## config.mk

```make
export PLATFORM = sky130hd
export DESIGN_NAME = register_file
export DESIGN_NICKNAME = d
export VERILOG_FILES = /design/src/rtl/register_file_pkg.sv /design/src/rtl/register_file_read_port.sv /design/src/rtl/register_file.sv
export SDC_FILE = /design/constraint.sdc
export NUM_CORES = 1
export LEC_CHECK = 0
export BUFFER_PORTS_ARGS = -buffer_cell sky130_fd_sc_hd__buf_2
export CORE_MARGIN = 5
export CORE_UTILIZATION = 65
export CTS_BUF_LIST = sky130_fd_sc_hd__clkbuf_8
export DETAILED_ROUTE_END_ITERATION = 16
export PLACE_DENSITY_LB_ADDON = 0.2
export REMOVE_ABC_BUFFERS = 1
export SYNTH_ARGS = -nofsm -noshare
export SYNTH_HDL_FRONTEND = slang
export SYNTH_SLANG_ARGS = --single-unit
```

## constraint.sdc

```tcl
create_clock -name clk -period 3.5 [get_ports clk]
set_input_delay 0.175 -clock clk [delete_from_list [all_inputs] [get_ports clk]]
set_output_delay 0.175 -clock clk [all_outputs]
set_load 0.02 [all_outputs]
```

## src/rtl/register_file_pkg.sv

```systemverilog
// Shared widths and types for the 16-entry register file.
// Latency: n/a (definitions only).
// Backpressure: n/a (no flow control in this block).
package rf_pkg;

   localparam int DATA_W   = 32;
   localparam int ADDR_W   = 4;
   localparam int NUM_REGS = 16;

   typedef logic [ADDR_W-1:0] addr_t;
   typedef logic [DATA_W-1:0] data_t;

endpackage : rf_pkg

```

## src/rtl/register_file_read_port.sv

```systemverilog
// One combinational read mux selecting a register out of the packed storage array.
// Latency: zero cycles (pure combinational).
// Backpressure: none.
//
// Ports: regs (all registers, packed), addr (register index), data (selected register).
module rf_read_port
   import rf_pkg::*;
#(
   parameter int DATA_W   = rf_pkg::DATA_W,
   parameter int ADDR_W   = rf_pkg::ADDR_W,
   parameter int NUM_REGS = 2**ADDR_W
) (
   input  logic [NUM_REGS-1:0][DATA_W-1:0] regs,
   input  logic [ADDR_W-1:0]               addr,
   output logic [DATA_W-1:0]               data
);

   assign data = regs[addr];

endmodule : rf_read_port

```

## src/rtl/register_file.sv

```systemverilog
// 16 x DATA_W register file, three combinational read ports, one clocked write port.
// Latency: reads zero cycles; write visible immediately after the rising clk edge (no bypass).
// Backpressure: none; a write may be issued every cycle.
//
// Ports: RS1/RS2/RS3 read addresses -> RD1/RD2/RD3 read data; RD/WD/wr_enable write;
// clk write clock; rst asynchronous active-low reset that clears every register.
module register_file
   import rf_pkg::*;
#(
   parameter int DATA_W = rf_pkg::DATA_W,
   parameter int ADDR_W = rf_pkg::ADDR_W
) (
   input  logic [ADDR_W-1:0] RS1,
   input  logic [ADDR_W-1:0] RS2,
   input  logic [ADDR_W-1:0] RS3,
   input  logic [ADDR_W-1:0] RD,
   input  logic [DATA_W-1:0] WD,
   input  logic              wr_enable,
   input  logic              clk,
   input  logic              rst,
   output logic [DATA_W-1:0] RD1,
   output logic [DATA_W-1:0] RD2,
   output logic [DATA_W-1:0] RD3
);

   localparam int NREGS = 2**ADDR_W;

   logic [NREGS-1:0][DATA_W-1:0] regs_q;
   logic [NREGS-1:0][DATA_W-1:0] regs_d;

   // Write decode: WD only reaches the next-state when enabled, so an
   // undriven WD with wr_enable low cannot leak into storage.
   always_comb begin
      regs_d = regs_q;
      if (wr_enable) begin
         regs_d[RD] = WD;
      end
   end

   // Reset is asynchronous and dominates any coincident write edge; while
   // held low the array stays at zero, which also forces every read to zero.
   always_ff @(posedge clk or negedge rst) begin
      if (!rst) begin
         regs_q <= '0;
      end else begin
         regs_q <= regs_d;
      end
   end

   // Reads come straight from the stored array: a same-address write is only
   // seen after the edge that commits it.
   rf_read_port #(.DATA_W(DATA_W), .ADDR_W(ADDR_W), .NUM_REGS(NREGS)) u_rp1 (
      .regs (regs_q),
      .addr (RS1),
      .data (RD1)
   );

   rf_read_port #(.DATA_W(DATA_W), .ADDR_W(ADDR_W), .NUM_REGS(NREGS)) u_rp2 (
      .regs (regs_q),
      .addr (RS2),
      .data (RD2)
   );

   rf_read_port #(.DATA_W(DATA_W), .ADDR_W(ADDR_W), .NUM_REGS(NREGS)) u_rp3 (
      .regs (regs_q),
      .addr (RS3),
      .data (RD3)
   );

endmodule : register_file

```

# == After elaboration in Yosys (flattened, before gate mapping) ==
# Index checks and enable logic that the tools add are counted.
# totals
register_bits,512
output_inout_bits,96
elab_cells,31
# classes
order_cmp,5
muxes,9
n_reduce_logical,1
# ops
cell,n
bitwise mux 512 bit,1
binary-select mux 32 bit (select 4 bit),3
demux 32 bit (select 4 bit),1
two-way mux 32 bit,4
"< comparator 4 x 5 -> 1 bit, second input constant",4
">= comparator 4 x 1 -> 1 bit, second input constant",1
logical AND 1 bit,1

# == Longest topological paths before layout ==
# logic_depth
ltp_word,5
ltp_mapped,5

# == Modules after synthesis ==
# Synthesis repeated with hierarchy kept, for this count alone.
# unflattened
hier_cells,1947
hier_area_um2,30276.5
# by_module_without_submodules
module,n_inst,cells_each,area_per_inst_um2,seq_area_each_um2
register_file,1,1134,19090.8,12812.3
rf_read_port,3,271,3728.6,0.0

# == Worst setup path before layout ==
# Ideal clock, no wire load.
# synth_path
path_kind,in2out
from,input port RS1[0]
to,output port RD1[0]
t_arrival_ps,1577
setup_slack_ps,1748
stages,5
path_cell_list,buf_2 > buf_2 > mux4_2 > a22oi_1 > nand2_1
# synth_via
elab_chain_cells,2
# synth_rtl
item,line,rtl
start: declaration,register_file.sv:13,"input logic [ADDR_W-1:0] RS1,"
binary-select mux 32 bit (select 4 bit),register_file_read_port.sv:18,assign data = regs[addr];
two-way mux 32 bit (not written as such),register_file_read_port.sv:18,
end: declaration,register_file.sv:21,"output logic [DATA_W-1:0] RD1,"
# Every way passes these cells. The select of a mux whose other input is x is not followed.

# == Worst setup path after layout ==
# layout_path
from,register regs_q[118] (netlist name)
to,output port RD3[22]
# layout_via
elab_chain_cells,2
# layout_rtl
item,line,rtl
start: declaration,register_file.sv:28,logic [NREGS-1:0][DATA_W-1:0] regs_q;
start signal: assignment,register_file.sv:46,regs_q <= regs_d;
binary-select mux 32 bit (select 4 bit),register_file_read_port.sv:18,
two-way mux 32 bit (not written as such),register_file_read_port.sv:18,
end: declaration,register_file.sv:23,output logic [DATA_W-1:0] RD3
# Every way passes these cells. The select of a mux whose other input is x is not followed.

==> results.yml <==
grt:
  first_global_vias: 21510
  grt.total_usage_pct: 34.65
  global_route_wire_length_before_repair_um: 132000
  grt-ovfl-total: 0
  initial_antenna_violation_count: 2
  maximum_number_of_pins_on_one_net_before_global_route_repair: 92
logic_synthesis:
  post_synth_instance_area_sq_um: 30140
  synth-async-reset-ratio_pct: 100.0
  synth.most_common_cell: "sky130_fd_sc_hd__dfrtp_1"
  synth-seq-area-share_pct: 42.51
  synth_top_area_share_pct: 42.51
  synth.distinct_cells: 18
  flip_flop_cell_with_the_highest_count_after_synthesis: "sky130_fd_sc_hd__dfrtp_1"
  synth_common_cells: "512 x sky130_fd_sc_hd__dfrtp_1, 458 x sky130_fd_sc_hd__mux2_2, 384 x sky130_fd_sc_hd__mux4_2"
  synth_area_leaders: "sky130_fd_sc_hd__dfrtp_1 43%, sky130_fd_sc_hd__mux4_2 29%, sky130_fd_sc_hd__mux2_2 17%"
  count_of_flip_flops_with_a_built_in_enable_after_synthesis: 0
  postSynthCellCount: 1947
  post-synth-top-area-cell: "sky130_fd_sc_hd__dfrtp_1"
  syn_area_per_cell_sq_um: 15.48
  ys.warnings.count: 0
  ys_seq_elements: 512
hold_path:
  timing.hold.worst.class: "in -> async"
cells_and_area:
  nets_final: 2123
  largest_reg_flops: 512
  top_register: "regs_q"
  finalCoreUtilization_pct: 73.03
  final.fill_count: 2887
  reg.largest.list: "regs_q (512)"
  syn2layout_area_growth_pct: 12.08
  post_route_cells_drive_above_1_share_pct: 56.86
place:
  hpwlAfterDp_um: 50110
  port_buffers: 146
  gp_congestion: 0.8426
outcome:
  run_status: "finished, final reports clean"
setup_path:
  critical_path.endpoint_type: "output port"
  worst_setup_path_start_kind: "register"
  worstPathArrival_ns: 2.24
  worst-setup-path-type: "reg -> out"
  timing.critical_path.required_ns: 3.32
  cp_max_fo: 4
routing:
  drt-vias-per-instance: 7.463
  route.vias.total: 20470
  drt_antenna_net_count: 0
  wl_per_cell_um: 31.37
  routedLengthMet1_um: 32770
  detail_route.drc_violations: 0
  finalWirelength_um: 86050
  top_layer: "met5"
  dr_wl_met3_um: 10320
  first_drt_iteration_drcs: 2418
  detailedRoute.firstPassIterationCount: 7
  met2WireLength_um: 40400
clock_tree:
  tritoncts.num_buffers: 88
  worst_skew_pair.late_latency_ns: 0.66
  cts_root_buffer: "sky130_fd_sc_hd__clkbuf_8"
  worst_setup_hold_path_clk_slew_ns: 0.06
  cts.path.max_buffers: 3
  tritoncts_clock_tree: "built"
  cts-resized-gates: 0
  htree_num_levels: 3
  clock_sinks: 512
timing:
  max_freq_mhz: 414.5
  post-route-period-util_pct: 68.93
  maxSlewHeadroom_pct: 23.96
  min_period_ns: 2.413
  setup_viol: 0
  final.setup_skew_ns: 0
  worst_pin_slew_ns: 1.138
  finalHoldViolCount: 0
  timing.setup.tns_ns: 0
  grt_setup_unrepaired: "no"
  finalMaxSlewViolations: 0
power_and_ir_drop:
  clockPowerShare_pct: 27.4
  power.density_cell_area_nw_per_um2: 579.8
  power_share_of_the_sequential_group_pct: 44.1
  leakage_uw: 0.01409
  p_sw_uw: 6103
  cellInternalPower_uw: 13480
  irDropWorstVdd_mv: 0.3412
  switching_part_of_the_total_power_pct: 31.16
  logic_gate_share_of_total_power_pct: 28.5
floorplanning:
  core.rowCount: 79
  die-area_sq_um: 50780
  chip_width_um: 225.3
  die_y_um: 225.3
  core_region_area_sq_um: 46260
  floorplan.initialDensity_pct: 65.16
  top_level_ports: 147
job:
  cap_violations: 0
layout by cell type, fill, tap and decap left out, drive strengths merged, types with 13 or more instances in the layout:
cell	Yosys	final
clkbuf	121	107
dfrtp	512	512
mux2	512	512
inv	0	29
dlygate4sd3	0	33
buf	94	217
mux4	384	384
a22oi	192	192
clkinv	0	13
nor2	13	13
nand2	98	98
path summary, 6_finish.rpt:
path	slack, ns	start	depth (start not counted)	to
max	1.09	regs_q[118]	4	RD3[22]
min	0.12	rst	2	regs_q[124]
max reg2reg	2.63	regs_q[269]	1	regs_q[269]
min reg2reg	0.53	regs_q[218]	1	regs_q[218]
max in group asynchronous	2.26	rst	4	regs_q[503]
min in group clk	0.36	RD[1]	4	regs_q[72]
critical path: stages, from the launching register on:
cell and delay, ns:
sky130_fd_sc_hd__dfrtp_1 0.41, sky130_fd_sc_hd__mux4_2 0.47, sky130_fd_sc_hd__a22oi_1 0.28, sky130_fd_sc_hd__nand2_1 0.19
sky130_fd_sc_hd__buf_2 0.20
cells by family after synthesis:
family,after synthesis,share of synthesized area [%]
multiplexers,896,47.82
flip-flops,512,42.51
buffers and inverters,215,3.039
AND/OR/NAND/NOR,132,1.851
AO/OA/AOI/OAI,192,4.782
power groups by stage:
| stage | Sequential [uW] | Combinational [uW] | Clock, uW |
|---|---|---|---|
| floorplan | 8220 | 4070 | 0 |
| global route | 8820 | 5950 | 5710 |
| detailed placement | 8660 | 5530 | 0 |
| finish | 8630 | 5580 | 5370 |
| CTS | 8560 | 5570 | 5450 |
| global placement | 8480 | 5380 | 0 |
layer usage:
metal,vias to the layer above,global-route usage (%)
li1,8115,-
met1,10820,49.67
met2,1323,52.37
met3,214,10.34
met4,2,11.09
met5,-,0
area by class of cell:
class	count	area [sq um]	share of cell area, %
Antenna cell	1	2.502	0.007408
Clock buffer	107	1473	4.359
Multi-Input combinational cell	1220	16560	49.02
Tap cell	607	759.5	2.248
Clock inverter	46	246.5	0.7297
Sequential cell	512	12810	37.93
Timing Repair Buffer	250	1928	5.708
timing repair:
action,in CTS,in global routing
hold endpoints to repair,596,0
hold buffers,33,0
buffers inserted,0,0
metrics by stage:
| stage | instance area [sq um] | cells | setup slack [ns] | total power [uW] | hold slack, ns |
|---|---|---|---|---|---|
| finish | 33780 | 2743 | 1.087 | 19580 | 0.1178 |
| global route | 33780 | 2742 | 0.9677 | 20480 | 0.1929 |
| CTS | 33780 | 2742 | 1.063 | 19590 | 0.1431 |
| detailed placement | 31730 | 2556 | 1.176 | 14180 | 0.2638 |
| global placement | 31730 | 2556 | 1.215 | 13860 | 0.2631 |
| floorplan | 29230 | 1732 | 1.212 | 12290 | -0.1206 |
No activity file was read; power rests on OpenSTA's default activity.
